**config.mk**
```make
export PLATFORM = sky130hd
export DESIGN_NAME = seqgen_52
export DESIGN_NICKNAME = d
export VERILOG_FILES = /design/src/rtl/seqgen_52.sv
export SDC_FILE = /design/constraint.sdc
export NUM_CORES = 1
export LEC_CHECK = 0
export ABC_AREA = 1
export BUFFER_PORTS_ARGS = -buffer_cell sky130_fd_sc_hd__buf_4
export CORE_MARGIN = 3
export CORE_UTILIZATION = 38
export CTS_CLUSTER_DIAMETER = 150
export DETAILED_ROUTE_END_ITERATION = 8
export GPL_TIMING_DRIVEN = 0
export PLACE_DENSITY = 0.59
export SLEW_MARGIN = 20
export SYNTH_ARGS = -nofsm -noshare
export SYNTH_HDL_FRONTEND = slang
export SYNTH_SLANG_ARGS = --single-unit
```
**constraint.sdc**
```tcl
create_clock -name clk_i -period 1.94 [get_ports clk_i]
set_input_delay 0.194 -clock clk_i [delete_from_list [all_inputs] [get_ports clk_i]]
set_output_delay 0.194 -clock clk_i [all_outputs]
set_load 0.01 [all_outputs]
```
**src/rtl/seqgen_52.sv**
```systemverilog
// -----------------------------------------------------------------------------
// seqgen_52 -- serial pattern transmitter
//
// Shifts a stored WIDTH-bit pattern out on a single wire, MSB first, one bit
// per clock, whenever a frame is requested. Frames can be chained back to
// back with no idle gap. The pattern register can be rewritten at any time
// without disturbing a frame already in flight.
//
// Parameters
//   WIDTH   : pattern length in bits (>= 2)
//   PATTERN : reset value of the pattern register
//
// Ports
//   clk_i   : clock, all state updates on the rising edge
//   rst_ni  : asynchronous active-low reset
//   start_i : frame request
//   load_i  : pattern register write enable
//   din_i   : new pattern value, captured when load_i=1
//   out_o   : serial data (registered, idles at 0)
//   busy_o  : high while a frame is on out_o (registered)
//   done_o  : one-cycle pulse after the last bit of a frame (registered)
// -----------------------------------------------------------------------------
module seqgen_52 #(
  parameter int unsigned             WIDTH   = 8,
  parameter logic [WIDTH-1:0]        PATTERN = 8'h52
) (
  input  logic             clk_i,
  input  logic             rst_ni,
  input  logic             start_i,
  input  logic             load_i,
  input  logic [WIDTH-1:0] din_i,
  output logic             out_o,
  output logic             busy_o,
  output logic             done_o
);

  localparam int unsigned CW = $clog2(WIDTH);

  localparam logic [0:0] IDLE  = 1'b0;
  localparam logic [0:0] SHIFT = 1'b1;

  logic [0:0]       state_q, state_d;
  logic [WIDTH-1:0] pat_q,   pat_d;
  logic [WIDTH-1:0] sh_q,    sh_d;
  logic [CW-1:0]    cnt_q,   cnt_d;
  logic             out_q,   out_d;
  logic             busy_q,  busy_d;
  logic             done_q,  done_d;

  // A Load coinciding with a frame start supplies that frame directly.
  logic [WIDTH-1:0] frame_val;
  logic [CW-1:0]    bit_idx;

  assign frame_val = load_i ? din_i : pat_q;
  assign bit_idx   = cnt_q - CW'(1);

  always_comb begin
    state_d = state_q;
    pat_d   = load_i ? din_i : pat_q;
    sh_d    = sh_q;
    cnt_d   = cnt_q;
    out_d   = out_q;
    busy_d  = busy_q;
    done_d  = 1'b0;

    unique case (state_q)
      IDLE: begin
        out_d  = 1'b0;
        busy_d = 1'b0;
        if (start_i) begin
          sh_d    = frame_val;
          out_d   = frame_val[WIDTH-1];
          cnt_d   = CW'(WIDTH - 1);
          busy_d  = 1'b1;
          state_d = SHIFT;
        end
      end

      SHIFT: begin
        if (cnt_q != '0) begin
          // Mid-frame: Start is ignored, keep walking down the shift register.
          out_d = sh_q[bit_idx];
          cnt_d = bit_idx;
        end else begin
          // Last bit is on the wire now; this edge closes the frame.
          done_d = 1'b1;
          if (start_i) begin
            // Chain the next frame with no gap, Busy stays high.
            sh_d   = frame_val;
            out_d  = frame_val[WIDTH-1];
            cnt_d  = CW'(WIDTH - 1);
            busy_d = 1'b1;
          end else begin
            out_d   = 1'b0;
            busy_d  = 1'b0;
            state_d = IDLE;
          end
        end
      end

      default: begin
        out_d   = 1'b0;
        busy_d  = 1'b0;
        state_d = IDLE;
      end
    endcase
  end

  always_ff @(posedge clk_i or negedge rst_ni) begin
    if (!rst_ni) begin
      state_q <= IDLE;
      pat_q   <= PATTERN;
      sh_q    <= '0;
      cnt_q   <= '0;
      out_q   <= 1'b0;
      busy_q  <= 1'b0;
      done_q  <= 1'b0;
    end else begin
      state_q <= state_d;
      pat_q   <= pat_d;
      sh_q    <= sh_d;
      cnt_q   <= cnt_d;
      out_q   <= out_d;
      busy_q  <= busy_d;
      done_q  <= done_d;
    end
  end

  assign out_o  = out_q;
  assign busy_o = busy_q;
  assign done_o = done_q;

endmodule

```
# Yosys cells after proc, flatten, opt, wreduce, memory -nomap -nowiden
# Index checks and enable logic that the tools add are counted.
[classes] add_sub_neg=1 order_cmp=1 eq_ne=1 n_mux=19 n_bitwise=1 reduce_logical=1
[op_table] cell="8-bit 2-to-1 mux" n=3
[op_table] cell="8-bit case mux with 2 select lines" n=1
[op_table] cell="1-bit 2-to-1 mux" n=8
[op_table] cell="3-bit 2-to-1 mux" n=2
[op_table] cell="1-bit case mux with 2 select lines" n=3
[op_table] cell="3-bit case mux with 2 select lines" n=1
[op_table] cell="3-bit by 4-bit less-than comparator with 1-bit output, second input constant" n=1
[op_table] cell="1-bit binary-select mux with 3-bit select" n=1
[op_table] cell="3-bit nonzero test" n=1
[op_table] cell="3-bit by 1-bit subtractor with 3-bit output, second input constant" n=1
[op_table] cell="2-bit != test, second input constant" n=1
[op_table] cell="1-bit inverter" n=1
[totals] regBits=23 out_inout_bits=3

# Logic depth before layout (Yosys ltp)
# Gate-level depths: netlist (run 1).
[logic_depth] word_depth=5 mapped_depth=9 ltp_nobuf=8

# Worst setup path after synthesis (run 1)
# OpenSTA, ideal clock, no wires.
[synth_path] kind="reg-to-reg" startpoint="register cnt_q[0]" endpoint="register sh_q[5]" setup_time_ns=0.117 arrival_time_ns=1.244 required_ns=1.823 slack_ns=0.579 stages_incl_launch_ff=10 synth_period_minus_slack_ns=1.361 cell_sequence="dfrtp_1 -> inv_1 -> ha_1 -> nand2_4 -> nand2_4 -> inv_6 -> nor2_8 -> buf_12 -> nand2_2 -> o21ai_2"
[synth_between] elab_chain_len=2
[synth_lines] element="start, declared" line_no="45" source="logic [CW-1:0] cnt_q, cnt_d;"
[synth_lines] element="start signal, assigned" line_no="122" source="cnt_q <= cnt_d;"
[synth_lines] element="3-bit nonzero test" line_no="80" source="if (cnt_q != '0) begin"
[synth_lines] element="2-bit != test (no source line)"
[synth_lines] element="end signal, assigned" line_no="113" source="sh_q <= '0;"
[synth_lines] element="end signal, assigned" line_no="121" source="sh_q <= sh_d;"
[synth_lines] element="end, declared" line_no="44" source="logic [WIDTH-1:0] sh_q, sh_d;"
# Every way passes these cells.
# A chain may end at the register's enable or synchronous reset.

# Worst setup path after layout (run 1)
[layout_path] startpoint="register cnt_q[0]" endpoint="register cnt_q[2]"
[layout_between] elab_chain_len=3 word_cells_on_any_way=4
[layout_lines] element="3-bit by 1-bit subtractor with 3-bit output / 3-bit nonzero test (equally long branches)" line_no="55, 80"
[layout_lines] element="3-bit 2-to-1 mux *" line_no="80"
[layout_lines] element="3-bit case mux with 2 select lines *" line_no="66" source="unique case (state_q)"
[layout_lines] element="via cnt_d[2]" line_no="45"
# Mark *: on every way through the listed nets, which the timed path passes. The rest lies on a longest branch.

==> run_results.csv, run 1 <==
group,metric,value,unit
status,run_status,"finished, final reports clean",
pwr,p_total,1770,µW
clocking,h-tree-depth,1,
cells_and_area,drive_gt1_share,39.5,%
timing,fmax,0.605,GHz
cells_and_area,fin_nets,129,
clocking,cts-root-buf,"clkbuf_4",
yosys,syn_area,1060,µm²
clocking,clk_path_buf_depth,2,
worst_setup_path,critPathTopFamily,"flip-flops",
worst_setup_path,cp_num_buf_inv,2,
worst_setup_path,max_stage_delay,0.47,ns
yosys,ys_warn_count,0,
timing,skew,0.00475,ns
global_routing,gr-total-overflow,0,
place,place_ws,0.298,ns
timing,rsz0062_at_grt,"no",
worst_setup_path,cp_max_fo,7,
clocking,clk_pin_slew,0.14,ns
cells_and_area,n_fill_cell,256,
floorplan,fp.dieW,58.7,µm
pwr,power_switching,689,µW
timing,worst_slew_pin_slew,0.375,ns
pwr,powerDensity,1440,nW/µm²
floorplan,dieArea,3450,µm²
timing,period_needed,1.65,ns
route,wirelength,1780,µm
timing,setup_viol,0,
cells_and_area,syn_to_final_growth,16.6,%
floorplan,num_rows,18,
yosys,ys_ff_latch,23,
route,first_iter_violations,15,
global_routing,grt_pass1_vias,716,
cells_and_area,final_common_cell,"dfrtp_1",
yosys,synth_cell_types,20,
run,maxCapViolCount,0,
worst_setup_path,worstPathCellList,"inv_1, ha_1, nand2_4, nand2_4, inv_6, nor2_1, a22oi_1",
worst_setup_path,arrival,1.84,ns
clocking,cts_setup_buffers,0,
timing,slew_viol_final,0,
floorplan,die_h,58.7,µm
place,hpwlAfterDp,1300,µm
pwr,internal_power,1080,µW
yosys,syn_nets,110,
floorplan,num_io_pins,15,
route,num_vias,686,
pwr,peakVddDrop,0.597,mV
route,vias_per_cell,4.76,
timing,whs,0.116,ns
cells_and_area,diodes,0,
worst_setup_path,cp-end-kind,"register",
global_routing,grt_pass1_wl,3120,µm
yosys,avgSynthCellArea,11.0,µm²
floorplan,start_util,41.2,%
global_routing,grt.total_usage,12.2,%
yosys,synth_top_cell_by_area,"dfrtp_1",
yosys,synthTopCellsByArea,"dfrtp_1, mux2_2, dfstp_2",
worst_setup_path,start_kind,"register",
yosys,synth_top_area_share,47.3,%
global_routing,antenna_found_initial,0,
cells_and_area,fin_cells,144,
floorplan,core_area,2570,µm²
timing,max_slew_margin,74.9,%
pwr,switching_share,38.9,%
timing,hold_violations,0,
pwr,p_comb_share,46.0,%
worst_hold_path,hold_class,"input port to register",
timing,period_share,85.1,%
global_routing,grt_max_degree,24,
timing,setup_slack,0.288,ns
place,placed_cells,139,
yosys,synthCells,96,
clocking,worstSkewPairLatency,0.32,ns
pwr,clkPwrFrac,13.2,%
timing,tns,0,ns
route,drc,0,
clocking,cts_made_buffers,3,
cells_and_area,final_cell_mix,"dfrtp_1, nand2_1, inv_1, buf_4",
pwr,pwr-share-seq,40.8,%
worst_setup_path,worst-setup-path-type,"register to register",
pwr,total_leakage_power,0.000609,µW
clocking,cts_tree,"done",
worst_setup_path,crit_path_frequent_cell,"nand2_4",
yosys,ys_seq_area_share,54.8,%
worst_setup_path,crit_required,2.13,ns
route,wl_per_cell,12.4,µm
route,ant_nets,0,
place,globalplace.congestion,0.765,
worst_setup_path,slowest_stage,"dfrtp_1",
route,dr.pass1.iters,4,
clocking,clock_sinks,23,
place,place.port_buffers,13,
==> final timing paths <==
path	startpoint	end	slack, ns	depth (start not counted)
max	cnt_q[0]	cnt_q[2]	0.29	7
min	din_i[2]	pat_q[2]	0.12	2
max reg2reg	cnt_q[0]	cnt_q[2]	0.29	7
min reg2reg	pat_q[7]	pat_q[7]	0.51	1
max in group asynchronous	rst_ni	pat_q[4]	1.38	2
min in group asynchronous	rst_ni	pat_q[3]	0.28	2
==> area by class of cell <==
type                            instances  area [µm²]  share of cell area, %
Tap cell                               30        37.5                   3.05
Clock buffer                            3        22.5                   1.83
Inverter                               16        65.1                   5.28
Multi-Input combinational cell         55         388                   31.5
Timing Repair Buffer                   14         108                   8.73
Clock inverter                          1        7.51                  0.609
Buffer                                  2        25.0                   2.03
Sequential cell                        23         579                   47.0
==> routing by layer <==
metal | routed length [µm] | vias up | track usage (%)
li1 | - | 340 | -
met1 | 785 | 327 | 15.9
met2 | 862 | 14 | 19.2
met3 | 89 | 5 | 2.63
met4 | 41 | 0 | 5.83
met5 | 0 | - | 0
==> synthesized netlist by cell type, drive strengths merged <==
| library cell | instances |
|---|---|
| dfrtp | 20 |
| nand2 | 20 |
| inv | 16 |
| o21ai | 9 |
| mux2 | 8 |
| nand3 | 7 |
| nor2 | 5 |
| dfstp | 3 |
| a22oi | 2 |
| buf | 2 |
| ha | 2 |
| xnor2 | 1 |
| xor2 | 1 |
==> flip-flops by register name, summed over array words and instances, names as in the netlist <==
| name | cells |
|---|---|
| done_o | 1 |
| sh_q | 8 |
| pat_q | 8 |
| cnt_q | 3 |
| busy_o | 1 |
| state_q | 1 |
| out_o | 1 |
==> what timing repair did <==
action | in CTS | in global routing
endpoints found under the hold margin | 20 | 0
hold buffers | 1 | 0
resized for setup | 0 | 0
==> power by group through the flow <==
| stage | clock (µW) | sequential (µW) | combinational, µW |
|---|---|---|---|
| 4_1_cts | 239 | 722 | 830 |
| 3_5_place_dp | 0 | 733 | 823 |
| 6_report | 233 | 722 | 815 |
| 2_1_floorplan | 0 | 734 | 618 |
| 5_1_grt | 261 | 741 | 920 |
| 3_3_place_gp | 0 | 730 | 789 |
==> per-stage QoR <==
step | area, µm² | util (%)
2_1_floorplan | 1060 | -
3_3_place_gp | 1190 | 46.4
3_5_place_dp | 1190 | 46.4
4_1_cts | 1230 | 48.0
5_1_grt | 1230 | 48.0
6_report | 1230 | 48.0
==> cell families after synthesis <==
| logic type | share of synthesized area, % |
|---|---|
| simple gates | 15.6 |
| mux | 8.52 |
| flops | 54.8 |
| compound gates | 8.52 |
| fa+ha+maj | 2.37 |
| buf+inv | 8.52 |
| xor+xnor | 1.66 |
Power figures use the tool's default switching activity.
==> run 2, diff against run 1 <==
--- a/config.mk
+++ b/config.mk
@@ -7,12 +7,14 @@
 export LEC_CHECK = 0
 export ABC_AREA = 1
 export BUFFER_PORTS_ARGS = -buffer_cell sky130_fd_sc_hd__buf_4
+export CELL_PAD_IN_SITES_DETAIL_PLACEMENT = 0
+export CELL_PAD_IN_SITES_GLOBAL_PLACEMENT = 1
 export CORE_MARGIN = 3
 export CORE_UTILIZATION = 38
 export CTS_CLUSTER_DIAMETER = 150
 export DETAILED_ROUTE_END_ITERATION = 8
 export GPL_TIMING_DRIVEN = 0
-export PLACE_DENSITY = 0.59
+export PLACE_DENSITY = 0.71
 export SLEW_MARGIN = 20
 export SYNTH_ARGS = -nofsm -noshare
 export SYNTH_HDL_FRONTEND = slang
==> run_results.csv, run 2 (synthesis results as in run 1) <==
group,metric,value,unit
run,maxCapViolCount,0,
worst_hold_path,hp-start,"din_i[0]",
floorplan,num_io_pins,15,
cells_and_area,multi_input_area,388,µm²
floorplan,fp.dieW,58.7,µm
worst_setup_path,crit_required,2.13,ns
worst_hold_path,hold_depth,2,
worst_setup_path,cp_max_fo,7,
route,num_vias,661,
route,ant_nets,0,
route,drc,0,
worst_setup_path,slowest_stage,"dfrtp_1",
worst_setup_path,start_kind,"register",
timing,setup_viol,0,
clocking,cts-root-buf,"clkbuf_4",
clocking,cts_made_buffers,3,
place,postPlaceCellArea,1190,µm²
clocking,holdBufCountCts,1,
timing,skew,0.0102,ns
timing,period_needed,1.61,ns
timing,period_share,82.8,%
clocking,h-tree-depth,1,
clocking,cts_tree,"done",
worst_setup_path,arrival,1.79,ns
pwr,total_leakage_power,0.000613,µW
cells_and_area,utilization,47.9,%
global_routing,grt_max_degree,24,
global_routing,grt.total_usage,11.3,%
cells_and_area,final_common_cell,"dfrtp_1",
pwr,powerDensity,1410,nW/µm²
route,wl_per_cell,11.2,µm
cells_and_area,diodes,0,
timing,tns,0,ns
cells_and_area,fin_nets,129,
global_routing,grt_pass1_wl,2890,µm
worst_hold_path,hold_class,"input port to register",
route,dr.pass1.iters,3,
cells_and_area,n_fill_cell,267,
route,first_iter_violations,14,
cells_and_area,seq_area,579,µm²
pwr,peakVddDrop,1.05,mV
status,run_status,"finished, final reports clean",
timing,hold_violations,0,
worst_setup_path,max_stage_delay,0.47,ns
clocking,clk_path_buf_depth,2,
worst_hold_path,hold_path_end,"pat_q[0]",
clocking,clock_sinks,23,
timing,rsz0062_at_grt,"no",
cells_and_area,final_cell_mix,"dfrtp_1, nand2_1, inv_1, buf_4",
cells_and_area,drive_gt1_share,39.5,%
worst_setup_path,rrSetupSlack,0.33,ns
route,vias_per_cell,4.59,
floorplan,dieArea,3450,µm²
timing,fmax,0.623,GHz
floorplan,num_rows,18,
cells_and_area,fin_area,1230,µm²
worst_setup_path,cp-end-kind,"register",
floorplan,die_h,58.7,µm
floorplan,start_util,41.2,%
clocking,clk_pin_slew,0.13,ns
place,hpwlAfterDp,1220,µm
worst_setup_path,crit_path_frequent_cell,"nand2_4",
place,globalplace.congestion,0.745,
cells_and_area,reg_top3,"pat_q x8, sh_q x8, cnt_q x3",
global_routing,grt_pass1_vias,633,
floorplan,core_area,2570,µm²
timing,slew_viol_final,0,
global_routing,gr-total-overflow,0,
route,wirelength,1620,µm
timing,worst_slew_pin_slew,0.345,ns
clocking,cts-resized-gates,0,
worst_setup_path,worstPathCellList,"inv_1, ha_1, nand2_4, nand2_4, inv_6, nor2_1, a22oi_1",
worst_setup_path,r2r_start,"cnt_q[0]",
clocking,cts_setup_buffers,0,
worst_setup_path,worstRegToRegCells,7,
clocking,worstSkewPairLatency,0.31,ns
worst_setup_path,worst-setup-path-type,"register to register",
timing,max_slew_margin,76.9,%
worst_setup_path,timing.rr.end,"cnt_q[2]",
place,place.port_buffers,13,
global_routing,antenna_found_initial,0,
cells_and_area,syn_to_final_growth,16.3,%
-- run 2: worst max-delay path, delay by kind of cell, from the launching register on --
family | cells | cell delay [ns]
AND/OR/NAND/NOR | 3 | 0.43
AO/OA/AOI/OAI | 1 | 0.11
adder cells (fa/ha/maj) | 1 | 0.23
flip-flops | 1 | 0.47
buffers and inverters | 2 | 0.24
-- run 2: per-stage QoR --
stage,setup slack (ns),cells,hold slack [ns],power (µW)
2_1_floorplan,0.579,96,-0.102,1350
3_3_place_gp,0.349,139,0.106,1530
3_5_place_dp,0.334,139,0.108,1540
4_1_cts,0.311,144,0.116,1770
5_1_grt,0.177,144,0.112,1910
6_report,0.334,144,0.125,1730
-- run 2: layout make-up --
cell class                 count  share of cell area, %
sequential                    23                   47.1
tap                           30                   3.05
inverter                      16                   5.29
clock inverter                 1                  0.407
timing repair buffer          14                   8.75
multi-input combinational     55                   31.5
buffer                         2                   2.03
clock buffer                   3                   1.83
-- run 2: worst max-delay path by stage --
stage,from,endpoint,slack (ns),cells after the start
after floorplan,cnt_q[0],sh_q[5],0.58,9
after global placement,cnt_q[0],cnt_q[0],0.35,7
after detailed placement,cnt_q[0],cnt_q[0],0.33,7
after CTS,cnt_q[0],cnt_q[0],0.31,7
after global routing,cnt_q[0],cnt_q[2],0.18,7
final,cnt_q[0],cnt_q[2],0.33,7
-- run 2: per-layer routing --
layer	GRT usage, %	share of wire (%)	wire (µm)	vias up
li1	-	-	-	337
met5	0	0	0	-
met2	16.4	45	728	12
met3	4.61	6.1	98	2
met1	15.7	48	776	310
met4	2.91	0.87	14	0
-- run 2: power by group --
part	total [µW]	switching, µW	internal [µW]
Clock	218	141	77.0
Combinational	793	441	352
Sequential	720	70.0	650
==> run 3, diff against run 2 <==
--- a/config.mk
+++ b/config.mk
@@ -5,7 +5,7 @@
 export SDC_FILE = /design/constraint.sdc
 export NUM_CORES = 1
 export LEC_CHECK = 0
-export ABC_AREA = 1
+export ABC_AREA = 0
 export BUFFER_PORTS_ARGS = -buffer_cell sky130_fd_sc_hd__buf_4
 export CELL_PAD_IN_SITES_DETAIL_PLACEMENT = 0
 export CELL_PAD_IN_SITES_GLOBAL_PLACEMENT = 1
@@ -14,7 +14,7 @@
 export CTS_CLUSTER_DIAMETER = 150
 export DETAILED_ROUTE_END_ITERATION = 8
 export GPL_TIMING_DRIVEN = 0
-export PLACE_DENSITY = 0.71
+export PLACE_DENSITY = 0.68
 export SLEW_MARGIN = 20
 export SYNTH_ARGS = -nofsm -noshare
 export SYNTH_HDL_FRONTEND = slang
==> constraint.sdc (replaced) <==
create_clock -name clk_i -period 1.5 [get_ports clk_i]
set_input_delay 0.15 -clock clk_i [delete_from_list [all_inputs] [get_ports clk_i]]
set_output_delay 0.15 -clock clk_i [all_outputs]
set_load 0.01 [all_outputs]
==> run_results.csv, run 3 <==
group,metric,value,unit
status,run_status,"finished, final reports clean",
yosys,async_reset_ff_share,100,%
cells_and_area,reg_top3,"pat_q x8, sh_q x8, cnt_q x3",
pwr,clkPwrFrac,12.7,%
timing,hold_violations,0,
pwr,switching_share,29.7,%
route,drc,0,
clocking,clk_path_buf_depth,2,
worst_setup_path,worst-setup-path-type,"register to register",
yosys,synth_top_cell_by_area,"dfrtp_1",
yosys,syn_area,977,µm²
global_routing,grt_max_degree,24,
timing,slew_viol_final,0,
timing,fmax,0.680,GHz
worst_setup_path,cp-end-kind,"register",
worst_setup_path,timing.rr.end,"sh_q[1]",
worst_setup_path,start_kind,"register",
cells_and_area,fin_cells,112,
yosys,ys_top_cells_by_count,"dfrtp_1, mux2_2, dfstp_2, inv_1, nor2_1",
worst_setup_path,crit_path_start,"cnt_q[1]",
worst_setup_path,crit_end,"sh_q[1]",
place,hpwlAfterDp,1090,µm
floorplan,num_io_pins,15,
cells_and_area,fin_nets,99,
worst_setup_path,cp_num_buf_inv,2,
floorplan,dieArea,3220,µm²
clocking,clk_pin_slew,0.12,ns
worst_setup_path,r2r_start,"cnt_q[1]",
cells_and_area,final_common_cell,"dfrtp_1",
cells_and_area,drive_gt1_share,56.0,%
timing,skew,0.00858,ns
yosys,synth_edf_count,0,
clocking,clock_sinks,23,
pwr,total_leakage_power,0.000554,µW
worst_setup_path,rrSetupSlack,0.03,ns
route,ant_nets,0,
route,wl_per_cell,13.8,µm
timing,setup_viol,0,
cells_and_area,diodes,0,
worst_setup_path,arrival,1.67,ns
worst_hold_path,hold_class,"input port to register",
clocking,worstSkewPairLatency,0.31,ns
run,maxCapViolCount,0,
clocking,cts-root-buf,"clkbuf_4",
timing,worst_slew_pin_slew,0.288,ns
place,placed_cells,103,
cells_and_area,final_cell_mix,"dfrtp_1, buf_4, mux2_2",
floorplan,fp.dieW,56.7,µm
clocking,h-tree-depth,1,
global_routing,grt.total_usage,11.3,%
worst_setup_path,worstRegToRegCells,6,
global_routing,grt_pass1_vias,604,
pwr,internal_power,1520,µW
place,place.port_buffers,13,
yosys,synthCells,62,
pwr,powerDensity,1790,nW/µm²
worst_setup_path,worstPathCellList,"inv_2, ha_4, nand2b_4, a21boi_4, buf_12, mux2_2",
yosys,synth.most_common_cell,"dfrtp_1",
yosys,avgSynthCellArea,15.8,µm²
yosys,synth_cell_types,19,
yosys,syn_nets,76,
cells_and_area,syn_to_final_growth,23.4,%
worst_setup_path,crit_required,1.70,ns
pwr,p_comb_share,42.9,%
yosys,ys_warn_count,0,
route,num_vias,571,
floorplan,start_util,42.1,%
place,globalplace.congestion,0.703,
worst_setup_path,max_stage_delay,0.41,ns
clocking,cts_made_buffers,3,
global_routing,gr-total-overflow,0,
floorplan,num_rows,17,
yosys,ys_seq_area_share,59.3,%
worst_setup_path,cp.depth,6,
pwr,pwr-share-seq,44.4,%
yosys,ys_ff_latch,23,
route,wirelength,1550,µm
yosys,synthTopCellsByArea,"dfrtp_1, mux2_2, dfstp_2",
timing,period_needed,1.47,ns
route,dr.pass1.iters,4,
worst_setup_path,slowest_stage,"dfrtp_1",
clocking,cts_tree,"done",
worst_setup_path,critPathTopFamily,"flip-flops",
timing,rsz0062_at_grt,"yes",
floorplan,core_area,2320,µm²
pwr,peakVddDrop,1.00,mV
yosys,synth_top_area_share,51.2,%
floorplan,die_h,56.7,µm
timing,period_share,98.0,%
yosys,synth_top_flop_cell,"dfrtp_1",
pwr,power_switching,643,µW
global_routing,antenna_found_initial,0,
cells_and_area,utilization,52.0,%
route,first_iter_violations,11,
global_routing,grt_pass1_wl,2730,µm
route,vias_per_cell,5.10,
timing,max_slew_margin,80.8,%
worst_setup_path,cp_max_fo,9,
[run 3: area by class of cell]
type / count / area (µm²)
flip-flops and latches: 23 / 579
multi-input cells: 35 / 398
clock inverters: 1 / 5.00
well taps: 28 / 35.0
plain buffers: 1 / 5.00
repair buffers: 18 / 150
clock buffers: 3 / 22.5
fillers: 209 / 1110
inverters: 3 / 11.3
[run 3: how the worst min path moves through the flow]
stage,start,to,cells after the start
5_1_grt,din_i[3],pat_q[3],2
3_5_place_dp,rst_ni,sh_q[1],1
2_1_floorplan,rst_ni,busy_o,0
3_3_place_gp,rst_ni,pat_q[5],1
6_report,din_i[3],pat_q[3],2
4_1_cts,din_i[3],pat_q[3],2
[run 3: cells by family after synthesis]
kind of cell	after synthesis	synth area share, %
xor gates and xnor gates	1	0.896
and+or+nand+nor	6	3.58
muxes	20	25.9
AOI/OAI and AO/OA	6	6.15
adders and majority gates	2	2.56
DFF	23	59.3
buffers and inverters	4	1.66
[run 3: power groups by stage]
stage                     clock, µW  sequential [µW]  combinational [µW]
after global placement            0              980                 813
after floorplan                   0              967                 626
final                           274              959                 928
after detailed placement          0              985                 824
after CTS                       294              961                 913
after global routing            317              990                1010
[run 3: layer usage]
metal,share of wire (%),GRT usage (%),vias to the layer above
met2,47,19.1,14
met5,0,0,-
li1,-,-,267
met1,46,12.3,288
met3,6.4,5.29,2
met4,1.2,4.07,0
[run 3: through the flow]
step                      cell area, µm²  hold slack, ns  power, µW  setup TNS (ns)  worst slack [ns]
after global routing                1210          0.0599       2320          -0.202           -0.0377
after detailed placement            1120          0.0631       1810           -1.06            -0.137
after global placement              1120          0.0578       1790          -0.920            -0.117
after floorplan                      990          -0.146       1590               0            0.0230
final                               1210          0.0835       2160               0            0.0304
after CTS                           1190          0.0669       2170               0           0.00469
[run 3: what timing repair did]
action | CTS | global route
setup endpoints to repair | 8 | 8
setup buffers | 3 | 1
hold buffers | 1 | 0
resized for setup | 2 | 1
pin swaps | 1 | 1
endpoints found under the hold margin | 23 | 0
[run 3: worst reg2reg max path: stages, from the launching register on]
cell	delay [ns]
dfrtp_1	0.41
inv_2	0.08
ha_4	0.15
nand2b_4	0.08
a21boi_4	0.17
buf_12	0.15
mux2_2	0.33
